[src/rtl/fetch_pkg.sv]
// Shared fetch-stage definitions: datapath widths, default reset vector and
// the {pc, instr} record held in the instruction queue.
package fetch_pkg;

   localparam int unsigned XLEN = 32;
   localparam int unsigned ILEN = 32;

   localparam logic [XLEN-1:0] DEFAULT_RESET_PC = 32'h0000_0000;

   typedef struct packed {
      logic [XLEN-1:0] pc;
      logic [ILEN-1:0] instr;
   } fetch_entry_t;

endpackage

[src/rtl/ifetch_queue.sv]
// Small circular FIFO of fetched {pc, instr} entries. Flush wins over push and pop;
// the head is read straight from registered storage.
module ifetch_queue
   import fetch_pkg::*;
#(
   parameter int unsigned QDEPTH = 2,
   localparam int unsigned PtrW = $clog2(QDEPTH),
   localparam int unsigned CntW = $clog2(QDEPTH + 1)
) (
   input  logic            clk_i,
   input  logic            reset_i,
   input  logic            flush_i,
   input  logic            push_i,
   input  logic [XLEN-1:0] wpc_i,
   input  logic [ILEN-1:0] winstr_i,
   input  logic            pop_i,
   output logic [XLEN-1:0] rpc_o,
   output logic [ILEN-1:0] rinstr_o,
   output logic            full_o,
   output logic            empty_o,
   output logic [CntW-1:0] count_o
);

   if (QDEPTH != 2 && QDEPTH != 4) begin : g_bad_depth
      $error("ifetch_queue: QDEPTH must be 2 or 4");
   end

   localparam logic [PtrW-1:0] PtrLast = PtrW'(QDEPTH - 1);
   localparam logic [CntW-1:0] CntFull = CntW'(QDEPTH);

   fetch_entry_t    mem_q [QDEPTH];
   logic [PtrW-1:0] rptr_q, rptr_d;
   logic [PtrW-1:0] wptr_q, wptr_d;
   logic [CntW-1:0] count_q, count_d;
   logic            push_en, pop_en;

   function automatic logic [PtrW-1:0] ptr_inc(input logic [PtrW-1:0] p);
      return (p == PtrLast) ? '0 : p + 1'b1;
   endfunction

   assign full_o   = (count_q == CntFull);
   assign empty_o  = (count_q == '0);
   assign count_o  = count_q;
   assign rpc_o    = mem_q[rptr_q].pc;
   assign rinstr_o = mem_q[rptr_q].instr;

   // A full queue still accepts a push when the head leaves in the same cycle.
   assign pop_en  = pop_i && !empty_o && !flush_i;
   assign push_en = push_i && (!full_o || pop_en) && !flush_i;

   always_comb begin
      rptr_d  = rptr_q;
      wptr_d  = wptr_q;
      count_d = count_q;
      if (flush_i) begin
         rptr_d  = '0;
         wptr_d  = '0;
         count_d = '0;
      end else begin
         if (pop_en) rptr_d = ptr_inc(rptr_q);
         if (push_en) wptr_d = ptr_inc(wptr_q);
         count_d = count_q + CntW'(push_en) - CntW'(pop_en);
      end
   end

   always_ff @(posedge clk_i) begin
      if (reset_i) begin
         rptr_q  <= '0;
         wptr_q  <= '0;
         count_q <= '0;
      end else begin
         rptr_q  <= rptr_d;
         wptr_q  <= wptr_d;
         count_q <= count_d;
      end
   end

   always_ff @(posedge clk_i) begin
      if (push_en && !reset_i) begin
         mem_q[wptr_q] <= '{pc: wpc_i, instr: winstr_i};
      end
   end

endmodule

[src/rtl/ifetch.sv]
// Instruction fetch stage: owns the pc, issues one fetch per cycle into the
// queue, and restarts from a redirect target when a taken branch arrives.
module ifetch
   import fetch_pkg::*;
#(
   parameter logic [XLEN-1:0] RESET_PC = DEFAULT_RESET_PC,
   parameter int unsigned     QDEPTH   = 2
) (
   input  logic            clk,
   input  logic            reset,
   output logic [XLEN-1:0] iaddr,
   input  logic [ILEN-1:0] idata,
   input  logic            redirect_valid,
   input  logic [XLEN-1:0] redirect_pc,
   input  logic            halt,
   output logic            instr_valid,
   output logic [ILEN-1:0] instr,
   output logic [XLEN-1:0] instr_pc,
   input  logic            instr_ready
);

   localparam int unsigned CntW = $clog2(QDEPTH + 1);

   if (RESET_PC[1:0] != 2'b00) begin : g_bad_reset_pc
      $error("ifetch: RESET_PC must be word aligned");
   end

   logic [XLEN-1:0] pc_q, pc_d;
   logic            q_full, q_empty;
   logic [CntW-1:0] q_count;
   logic            pop, can_accept, fetch;

   assign iaddr       = pc_q;
   assign instr_valid = !q_empty;
   assign pop         = instr_valid && instr_ready;
   assign can_accept  = !q_full || pop;
   assign fetch       = can_accept && !halt && !redirect_valid;

   always_comb begin
      pc_d = pc_q;
      if (redirect_valid) begin
         pc_d = {redirect_pc[XLEN-1:2], 2'b00};
      end else if (fetch) begin
         pc_d = pc_q + 32'd4;
      end
   end

   always_ff @(posedge clk) begin
      if (reset) begin
         pc_q <= RESET_PC;
      end else begin
         pc_q <= pc_d;
      end
   end

   ifetch_queue #(
      .QDEPTH (QDEPTH)
   ) u_queue (
      .clk_i    (clk),
      .reset_i  (reset),
      .flush_i  (redirect_valid),
      .push_i   (fetch),
      .wpc_i    (pc_q),
      .winstr_i (idata),
      .pop_i    (pop),
      .rpc_o    (instr_pc),
      .rinstr_o (instr),
      .full_o   (q_full),
      .empty_o  (q_empty),
      .count_o  (q_count)
   );

   a_count_bound: assert property (@(posedge clk) disable iff (reset)
      (q_count <= CntW'(QDEPTH)) && (q_full == (q_count == CntW'(QDEPTH))));

endmodule

[config.mk]
export PLATFORM = sky130hd
export DESIGN_NAME = ifetch
export DESIGN_NICKNAME = d
export VERILOG_FILES = /design/src/rtl/fetch_pkg.sv /design/src/rtl/ifetch_queue.sv /design/src/rtl/ifetch.sv
export SDC_FILE = /design/constraint.sdc
export NUM_CORES = 1
export LEC_CHECK = 0
export BUFFER_PORTS_ARGS = -buffer_cell sky130_fd_sc_hd__buf_2
export CORE_MARGIN = 3
export CORE_UTILIZATION = 30
export CTS_BUF_LIST = sky130_fd_sc_hd__clkbuf_8
export DETAILED_ROUTE_END_ITERATION = 16
export SLEW_MARGIN = 30
export SYNTH_ARGS = -nofsm -noshare
export SYNTH_HDL_FRONTEND = slang
export SYNTH_SLANG_ARGS = --single-unit
[constraint.sdc]
create_clock -name clk -period 5.59 [get_ports clk]
set_input_delay 1.118 -clock clk [delete_from_list [all_inputs] [get_ports clk]]
set_output_delay 1.118 -clock clk [all_outputs]
set_load 0.02 [all_outputs]
==> impl_metrics.json <==
{
  "synth-warning-count": 0,
  "clockRootBuffer": "clkbuf_8",
  "cp.arrival_ns": 1.97,
  "finalCriticalPeriod_ns": 3.09,
  "syn2layout_area_growth_pct": 23.8,
  "netlist_area_mm2": 0.00645,
  "reg2reg_slack_ns": 3.00,
  "synth_area_leaders": "edfxtp_1, dfxtp_1, mux2_2, xnor2_1, a211oi_1",
  "crit_fanout": 62,
  "multiInputGateArea_mm2": 0.00192,
  "cts-resized-gates": 0,
  "synth_cells": 429,
  "muxShareOfSynthArea_pct": 10.8,
  "rows": 53,
  "cts_buffer_depth": 2,
  "cts_tree": "done",
  "tightest_slew_ns": 0.911,
  "routed_via_density": 4.60,
  "maxCapViolations": 0,
  "min_path_cells": 0,
  "die_x_um": 153,
  "synth-seq-cells": 159,
  "dr.pass1.iters": 4,
  "dieArea_mm2": 0.0233,
  "timing.slew.headroom_pct": 39.3,
  "num_antenna_cells": 0,
  "grt_pass1_wl_um": 22500,
  "antenna_found_initial": 0,
  "synth-simple-area-share_pct": 9.65,
  "place_congestion": 0.777,
  "wl_per_cell_um": 16.5,
  "crit_chain": "mux2_2, buf_2",
  "io-pin-count": 166,
  "drt-total-wl_um": 14400,
  "die_h_um": 153,
  "final_cell_area_mm2": 0.00799,
  "portBuffers": 159,
  "core-area_mm2": 0.0211,
  "stdcell_count": 877,
  "yosysSeqAreaShare_pct": 68.6,
  "vias": 4034,
  "drive_gt1_share_pct": 45.0,
  "rsz0062_at_grt": "no",
  "placed_cells": 844,
  "synth_edf_count": 124,
  "fin_nets": 660,
  "synth.largest_area_cell": "edfxtp_1",
  "hp-start": "iaddr[31]",
  "slowest_delay_ns": 0.92,
  "async_reset_ff_share_pct": 0,
  "cts_setup_buffers": 0,
  "route.detailed.drc": 0,
  "fin_crit_sh_pct": 55.3,
  "fmax_mhz": 324,
  "grt_max_degree": 63,
  "tns_ns": 0,
  "r2r-end": "u_queue.mem_q[0][55]",
  "layout.cells.most_common_list": "buf_2, edfxtp_1, mux2_2",
  "timing.hold.ws_ns": 0.527,
  "yosys.area_share.adder_pct": 0.388,
  "power_uw": 2450,
  "worstRegToRegCells": 6,
  "track_usage_pct": 12.2,
  "synth-xor-area-share_pct": 4.07,
  "ff_latch_area_mm2": 0.00443,
  "placed_cell_area_mm2": 0.00753,
  "cp-start-kind": "flop",
  "power_density_mw_per_mm2": 307,
  "worstSkewPairLatency_ns": 0.44,
  "required_ns": 4.47,
  "hold_viol_final": 0,
  "hold_buffers": 0,
  "cts_made_buffers": 17,
  "worst_setup_path_end_kind": "primary output",
  "worstSetupPathType": "reg -> out",
  "power_leakage_uw": 0.00288,
  "cts.clk_slew.worst_paths_ns": 0.08,
  "hold_class": "reg -> reg",
  "synth_top_family_by_area": "multiplexers",
  "synthFlopType": "edfxtp_1",
  "peakVddDrop_uv": 144,
  "htreeDepth": 4,
  "overflow": 0,
  "final_common_cell": "buf_2",
  "slowest_stage": "dfxtp_4",
  "r2r-start": "u_queue.count_o[1]",
  "ant_nets": 0,
  "synth_cell_types": 43,
  "cts_num_sinks": 159,
  "synth_top_area_share_pct": 57.7,
  "grt_pass1_vias": 4050,
  "min_to": "u_queue.mem_q[1][63]",
  "dpl.hpwl_um": 9880,
  "setup_viol": 0,
  "start_util_pct": 30.6,
  "synth_compound_area_share_pct": 4.34,
  "status": "complete, no violations",
  "slew_viol_final": 0,
  "fin_skew_ns": 0.00808,
  "drt_iter0_drc": 260,
  "nFillCells": 2051,
  "syn_avg_cell_area_um2": 15.0
}
## kinds of logic (layout without fill, tap and decap cells)
logic type | after synthesis | after routing
other | 1 | 4
muxes | 62 | 62
AOI/OAI and AO/OA | 42 | 42
buffers and inverters | 30 | 200
DFF | 159 | 159
adders and majority gates | 2 | 2
and+or+nand+nor | 103 | 103
xor gates and xnor gates | 30 | 30
## per-layer routing
metal / track usage, % / vias to the layer above / wire (um)
met5: 0 / - / 0
met4: 3.86 / 0 / 196
met3: 3.86 / 14 / 835
met2: 19.0 / 132 / 6700
met1: 16.3 / 1956 / 6710
li1: - / 1932 / -
## critical path: cells and delay by family, from the launching register on
family	cells	cell delay, ns
buffers and inverters	1	0.18
DFF	1	0.92
muxes	1	0.41
## registers in the layout (all words and copies together), names as in the netlist, named ones only
signal           count
iaddr               30
u_queue.count_o      2
u_queue.wptr_q       1
u_queue.mem_q      124
u_queue.rptr_q       1
## synthesized netlist by cell type, types with 6 or more instances
cell type	count
dfxtp_1	35
inv_1	6
clkbuf_1	15
a21oi_1	10
nor3_1	12
nand3_1	10
edfxtp_1	124
a211oi_1	16
nor2_1	25
nand2_1	18
mux2_2	62
xnor2_1	25
## worst max path at each step
stage	from	endpoint	slack [ns]	depth (start not counted)
2_1_floorplan	instr_ready	u_queue.mem_q[0][0]	0.75	4
3_3_place_gp	instr_ready	u_queue.mem_q[0][58]	2.05	6
3_5_place_dp	instr_ready	u_queue.mem_q[0][59]	1.94	6
4_1_cts	flop	instr_pc[4]	2.40	2
5_1_grt	flop	instr_pc[3]	2.34	2
6_report	flop	instr_pc[4]	2.50	2
## where the power goes
group          switching [uW]  internal [uW]  total (uW)
Sequential               38.4           1310        1350
Clock                     423            485         908
Combinational             116           79.6         196
## stage by stage
step	util, %	setup slack (ns)
final	37.9	2.50
after floorplan	-	0.747
after detailed placement	35.7	1.94
after global placement	35.7	2.05
after global routing	37.9	2.34
after CTS	37.8	2.40
## area by class of cell
class                      instances  area share, %
clock buffer                      17           2.93
tap                              275           4.31
clock inverter                    15           2.41
multi-input combinational        243           24.0
timing repair buffer             162           10.6
sequential                       159           55.4
inverter                           6          0.282
(Power assumes the default switching activity.)
